===== src/rtl/data_mem_hs.sv =====
// Register-built data memory with valid/ready request channel, byte-lane writes,
// out-of-range error reporting and a combinational debug read port.
module data_mem_hs #(
    parameter int unsigned DATA_W  = 32,
    parameter int unsigned ADDR_W  = 5,
    parameter int unsigned DEPTH   = 20,
    parameter int unsigned LATENCY = 1
) (
    input  logic                clk,
    input  logic                rst,
    input  logic                req_valid,
    output logic                req_ready,
    input  logic                req_we,
    input  logic [DATA_W/8-1:0] req_wstrb,
    input  logic [ADDR_W-1:0]   req_addr,
    input  logic [DATA_W-1:0]   req_wdata,
    output logic                rsp_valid,
    output logic [DATA_W-1:0]   rsp_rdata,
    output logic                rsp_err,
    input  logic [ADDR_W-1:0]   dbg_addr,
    output logic [DATA_W-1:0]   dbg_data
);

    localparam int unsigned NB    = DATA_W / 8;
    localparam int unsigned IDX_W = (DEPTH > 1) ? $clog2(DEPTH) : 1;
    localparam int unsigned CNT_W = 3;
    localparam logic [ADDR_W:0] DEPTH_A = (ADDR_W + 1)'(DEPTH);

    typedef enum logic {
        IDLE,
        WAIT
    } state_t;

    state_t state, next_state;

    logic [CNT_W-1:0]  cnt;
    logic              accept;
    logic              complete;
    logic              lat_we;
    logic [NB-1:0]     lat_wstrb;
    logic [ADDR_W-1:0] lat_addr;
    logic [DATA_W-1:0] lat_wdata;
    logic              lat_in_range;
    logic              dbg_in_range;
    logic              wr_en;

    logic [DATA_W-1:0] mem [DEPTH];

    always_ff @(posedge clk) begin
        if (rst) begin
            state <= IDLE;
        end else begin
            state <= next_state;
        end
    end

    always_comb begin
        next_state = state;
        req_ready  = 1'b0;
        accept     = 1'b0;
        complete   = 1'b0;
        case (state)
            IDLE: begin
                req_ready = 1'b1;
                if (req_valid) begin
                    accept     = 1'b1;
                    next_state = WAIT;
                end
            end
            WAIT: begin
                if (cnt == '0) begin
                    complete   = 1'b1;
                    next_state = IDLE;
                end
            end
            default: next_state = IDLE;
        endcase
    end

    assign lat_in_range = {1'b0, lat_addr} < DEPTH_A;
    assign dbg_in_range = {1'b0, dbg_addr} < DEPTH_A;
    assign wr_en        = complete && lat_we && lat_in_range;

    always_ff @(posedge clk) begin
        if (rst) begin
            cnt       <= '0;
            rsp_valid <= 1'b0;
            rsp_err   <= 1'b0;
            rsp_rdata <= '0;
            lat_we    <= 1'b0;
            lat_wstrb <= '0;
            lat_addr  <= '0;
            lat_wdata <= '0;
        end else begin
            rsp_valid <= complete;
            if (accept) begin
                lat_we    <= req_we;
                lat_wstrb <= req_wstrb;
                lat_addr  <= req_addr;
                lat_wdata <= req_wdata;
                cnt       <= CNT_W'(LATENCY - 1);
            end else if (state == WAIT && cnt != '0) begin
                cnt <= cnt - 1'b1;
            end
            if (complete) begin
                if (!lat_in_range) begin
                    rsp_err   <= 1'b1;
                    rsp_rdata <= '0;
                end else if (lat_we) begin
                    rsp_err   <= 1'b0;
                    rsp_rdata <= '0;
                end else begin
                    rsp_err   <= 1'b0;
                    rsp_rdata <= mem[lat_addr[IDX_W-1:0]];
                end
            end
        end
    end

    // Each word is its own register so every array element has a single driver.
    for (genvar g = 0; g < DEPTH; g++) begin : g_word
        logic [DATA_W-1:0] word;

        always_ff @(posedge clk) begin
            if (rst) begin
                word <= '0;
            end else if (wr_en && lat_addr == ADDR_W'(g)) begin
                for (int unsigned b = 0; b < NB; b++) begin
                    if (lat_wstrb[b]) begin
                        word[8*b +: 8] <= lat_wdata[8*b +: 8];
                    end
                end
            end
        end

        assign mem[g] = word;
    end

    assign dbg_data = (rst || !dbg_in_range) ? '0 : mem[dbg_addr[IDX_W-1:0]];

endmodule


===== config.mk =====
export PLATFORM = sky130hd
export DESIGN_NAME = data_mem_hs
export DESIGN_NICKNAME = d
export VERILOG_FILES = /design/src/rtl/data_mem_hs.sv
export SDC_FILE = /design/constraint.sdc
export NUM_CORES = 2
export LEC_CHECK = 0
export CORE_UTILIZATION = 31
export CTS_CLUSTER_DIAMETER = 80
export DETAILED_ROUTE_END_ITERATION = 6
export GPL_TIMING_DRIVEN = 0
export PLACE_DENSITY = 0.49
export SETUP_SLACK_MARGIN = 0.02
export SLEW_MARGIN = 15
export SYNTH_ARGS = -nofsm -noshare
export SYNTH_HDL_FRONTEND = slang
export SYNTH_SLANG_ARGS = --single-unit

===== constraint.sdc =====
create_clock -name clk -period 2.5 [get_ports clk]
set_clock_uncertainty 0.2 [all_clocks]
set_input_delay 0.25 -clock clk [delete_from_list [all_inputs] [get_ports clk]]
set_output_delay 0.25 -clock clk [all_outputs]
set_load 0.005 [all_outputs]

== Yosys cells after proc, flatten, opt, wreduce, memory -nomap -nowiden ==
Index checks and enable logic that the tools add are counted.

* Reductions and logical operators: 109
* $mul: 0
* Bitwise gates (word level): 3
* Add/sub/neg operators: 1
* Mux-type cells: 17
* Div/mod/pow operators: 0
* Shifts and indexed selects: 0
* Order comparisons: 4
* Equal/unequal tests: 19

{| class="wikitable"
|+ Operators by type and width
! kind !! number
|-
| $bmux W32 S5 || 2
|-
| $mux W32 || 7
|-
| $reduce_and A2 Y1 || 80
|-
| $eq A5 B4 Y1 const B || 8
|-
| $logic_and A1 B1 Y1 || 23
|-
| $eq A5 B3 Y1 const B || 4
|-
| $eq A5 B5 Y1 const B || 4
|-
| $ge A6 B6 Y1 const B || 2
|-
| $not A5 Y6 || 2
|-
| $eq A5 B2 Y1 const B || 2
|-
| $lt A5 B5 Y1 const B || 2
|-
| $mux W1 || 7
|-
| $eq A5 B1 Y1 const B || 1
|-
| $logic_not A5 Y1 || 1
|-
| $logic_not A3 Y1 || 1
|-
| $reduce_bool A3 Y1 || 1
|-
| $sub A3 B1 Y3 const B || 1
|-
| $pmux W1 S2 || 1
|-
| $reduce_or A2 Y1 || 1
|-
| $logic_not A1 Y1 || 1
|-
| $logic_or A1 B1 Y1 || 1
|-
| $not A1 Y1 || 1
|}

* Latch bits: 0
* Bits in writable memories: 0
* Memories kept: 0
* Output and inout bits: 67
* ROM bits: 0
* Word-level logic and storage cells: 242
* Input bits: 50
* Flip-flop bits (word level): 720

== Longest topological paths before layout ==
* Depth after elaboration: 7
* Gate-level depth with buffers: 10
* Mapped depth without buffers: 7

== Worst setup path after synthesis ==
OpenSTA, ideal clock, no wires.

* Path type: flip-flop to flip-flop
* Start: reg cnt[0]
* End: reg g_word[4].word[31]
* Cell stages (with the launch flop): 9
* Setup time: 0.128 ns
* Required time: 2.172 ns
* Period minus slack after synthesis: 2.198 ns
* Arrival: 1.870 ns
* Buffers on the path: 1
* Setup slack: 0.302 ns
* Cells stage by stage: dfxtp_1 -> inv_1 -> ha_1 -> and3b_4 -> nand3_4 -> buf_12 -> nor3_4 -> mux2i_1 -> nor2_1

* Word-level cells in the longest chain between the ends: 7

{| class="wikitable"
|+ RTL lines
! element !! line !! source
|-
| from (decl) || 36 || <nowiki>logic [CNT_W-1:0] cnt;</nowiki>
|-
| from (signal assigned) || 101 || <nowiki>cnt <= CNT_W'(LATENCY - 1);</nowiki>
|-
| from (signal assigned) || 103 || <nowiki>cnt <= cnt - 1'b1;</nowiki>
|-
| $logic_not A3 Y1 || 71 || <nowiki>if (cnt == '0) begin</nowiki>
|-
| $mux W1 || 71 ||
|-
| $mux W1 || 62 || <nowiki>case (state)</nowiki>
|-
| $logic_and A1 B1 Y1 (2 in series) || 82 || <nowiki>assign wr_en = complete && lat_we && lat_in_range;</nowiki>
|-
| $logic_and A1 B1 Y1 || 127 || <nowiki>end else if (wr_en && lat_addr == ADDR_W'(g)) begin</nowiki>
|-
| $reduce_and A2 Y1 (no source line) || -- ||
|-
| to (signal, indexed assignment) || 130 || <nowiki>word[8*b +: 8] <= lat_wdata[8*b +: 8];</nowiki>
|-
| to (decl) || 122 || <nowiki>logic [DATA_W-1:0] word;</nowiki>
|}

Every way passes these cells.
A chain may end at the register's enable or synchronous reset.

== Worst setup path after layout ==
* Start: in rst
* End: out dbg_data[4]

* Word-level cells in the longest chain between the ends: 2

{| class="wikitable"
|+ RTL lines
! element !! line !! source
|-
| from (decl) || 10 || <nowiki>input logic rst,</nowiki>
|-
| $logic_or A1 B1 Y1 || 139 || <nowiki>assign dbg_data = (rst || !dbg_in_range) ? '0 : mem[dbg_addr[IDX_W-1:0]];</nowiki>
|-
| $mux W32 || 139 ||
|-
| to (decl) || 21 || <nowiki>output logic [DATA_W-1:0] dbg_data</nowiki>
|}

Every way passes these cells.

==> run summary <==
status - finished with violations
violated checks - setup timing
Core Util, Final - 0.394
num ports - 117
critical path's slowest cell - clkbuf_1
Finished Layout Cells - 6072
Routed Wire Length - 183 mm
actual slew at the worst max-slew pin - 1.05 ns
Clk Latency, worst-skew pair - 0.67 ns
P&R area growth vs syn - 25.9%
RSZ-0062 raised after global routing - yes
Synth cell types - 44
Seq cells post-synth - 720
Routed WL per cell - 30.1 µm
sum of negative setup slack - -7.47 ns
number of buffers and inverters on the critical path - 3
synthesized area per cell - 8.75 µm²
nets - 4536
Cells after Synth - 4157
Tmin final - 2.84 ns
ys async rst share - 0
Max clock buf depth - 3
Synth Flop Type - dfxtp_1
H-tree depth - 3
Pre-antenna DRT Iters - 5
net count after synthesis - 4209
antenna-violating nets left - 0
max_slew headroom - 0.297
first-pass GRT wire length - 251 mm
GRT overflow - 0
DPL Wire Length - 139 mm
via count - 35900
Die X - 345 µm
fillcell total - 11700
endpoints failing setup - 35
PD cells - 612 nW/µm²
core area - 116000 µm²
Post-synth EDFFs - 0
critical path cell sequence - clkbuf_1 > or3_4 > clkbuf_2 > nor2_1 > a21oi_2 > o31ai_2 > buf_2
antenna violations before repair - 0
I/O Buffers - 113
Crit path largest cell delay - 0.64 ns
Num CTS Buffers - 83
fin crit share - 1.13
max_cap viols - 0
largest net degree at the start of global routing - 14
share of cells above drive strength 1 - 0.233
setup ws final - -0.337 ns
YS warnings - 0
maximum vdd drop - 0.466 mV
overall routing resource usage - 0.299
Crit Path Max Fanout - 10
initial core utilization - 0.313
delay-heaviest family, CP - buffers and inverters
sequential area share after synthesis - 0.396
Mapped Area - 36400 µm²
Die Y - 345 µm
Design Power - 0.0280 W
CP arrival - 2.39 ns
CP startpoint kind - input port
DIE AREA - 119000 µm²
Slew Limit Fails - 0
Worst EP required - 2.05 ns
CTS tree - built
initial DRC count - 4390
DRC Markers - 0
CTS Sinks - 720
Hold Crit Class - input port to register
clk root buf - clkbuf_16
Crit. End Element - output pin
number of global-route vias before repair - 33300
Fmax - 352 MHz
critical path class - input port to output pin
CTS clk-pin slew, worst paths - 0.06 ns
dpl cells - 5796
Row Count - 125
vias per cell - 5.92
final hold vios - 0
Pleak - 15.3 nW
Fin Hold WS - 0.0253 ns
routability cong. - 0.986
[per-stage QoR]
| step | cell area (µm²) | setup slack, ns |
|---|---|---|
| after floorplan | 36400 | 0.302 |
| after global placement | 39400 | -2.60 |
| after detailed placement | 39400 | -2.62 |
| after CTS | 44800 | -0.293 |
| after global routing | 45800 | -0.339 |
| final | 45800 | -0.337 |
[state kept, by name, indices dropped and copies added (netlist names)]
name and flops:
rsp_err 1, lat_we 1, lat_addr 5, lat_wdata 32, state 1, g_word.word 640
rsp_valid 1, lat_wstrb 4, cnt 3, rsp_rdata 32
[synth_stat cells, drive strengths merged, types with 66 or more instances]
cell | count | area, µm²
a22oi | 78 | 586
nand2 | 798 | 3000
mux2i | 391 | 3910
buf | 130 | 654
mux4 | 176 | 3960
nor2 | 231 | 880
a21oi | 630 | 3150
mux2 | 66 | 743
o21ai | 82 | 410
nand3 | 362 | 1840
clkbuf | 259 | 972
dfxtp | 720 | 14400
[tightest hold or removal path, delay by kind of cell]
kind	cells	cell delay [ns]
AOI/OAI and AO/OA	1	0.07
buffers and inverters	1	0.41
and+or+nand+nor	1	0.11
[area by class of cell]
type / instances / area, µm² / share of cell area
antenna: 1 / 2.50 / 0.0000547
buffer: 385 / 2350 / 0.0513
clock buffer: 117 / 2470 / 0.0540
clock inverter: 31 / 468 / 0.0102
inverter: 4 / 15.0 / 0.000328
multi-input combinational: 3045 / 21700 / 0.474
sequential: 720 / 14500 / 0.318
tap: 1524 / 1910 / 0.0417
timing repair buffer: 245 / 2340 / 0.0512
[what timing repair did]
item,4_1_cts,5_1_grt
setup endpoints to repair,725,521
pin swaps,41,46
gates cloned,0,1
hold buffers,23,0
hold endpoints to repair,23,0
buffers inserted,59,48
resized for setup,702,171
[placed cells by master, fill, tap and decap left out, drive strengths merged, types with 3 or more instances in the layout]
cell and instances:
nand2b 19, a31oi 16, o221ai 14, o22ai 32
bufinv 12, clkbuf 372, and3 3, buf 270
nand3 362, clkinv 15, and4 3, mux4 176
dfxtp 720, a32oi 16, inv 6, nor4b 3
o21bai 32, mux2 66, nor2 232, nor3 16
a21oi 630, and2 4, a22oi 78, clkdlybuf4s50 78
mux2i 391, o21ai 82, o31ai 32, nor2b 5
nand2 798, a21o 16, nand4 4, dlygate4sd3 23
[logic make-up (layout without fill, tap and decap cells)]
group,after synthesis,count (layout),synth area share
AO/OA/AOI/OAI,953,953,0.147
adder cells (fa/ha/maj),2,2,0.000688
buffers and inverters,393,782,0.0451
flip-flops,720,720,0.396
multiplexers,633,633,0.237
other,0,1,0
AND/OR/NAND/NOR,1456,1457,0.174
[worst paths after layout]
check	startpoint	to	slack [ns]	depth (start not counted)
setup / recovery	rst	dbg_data[4]	-0.34	7
hold / removal	req_addr[4]	lat_addr[4]	0.03	3
setup reg to reg	lat_addr[2]	rsp_rdata[24]	-0.07	8
hold reg to reg	rsp_rdata[8]	rsp_rdata[8]	0.25	1
[where the power goes]
part	total, W	leakage (nW)	switching (W)	internal [W]
Sequential	0.0116	5.86	0.0000564	0.0115
Clock	0.0135	1.45	0.00541	0.00810
Combinational	0.00294	7.97	0.00214	0.000800
Total	0.0280	15.3	0.00761	0.0204
[layer usage]
metal  GRT usage  part of all wire
met4       0.152             0.058
met1       0.408              0.42
met2       0.451              0.43
met5           0                 0
met3      0.0552             0.090
Note: power is estimated with default switching activity, not from simulation.
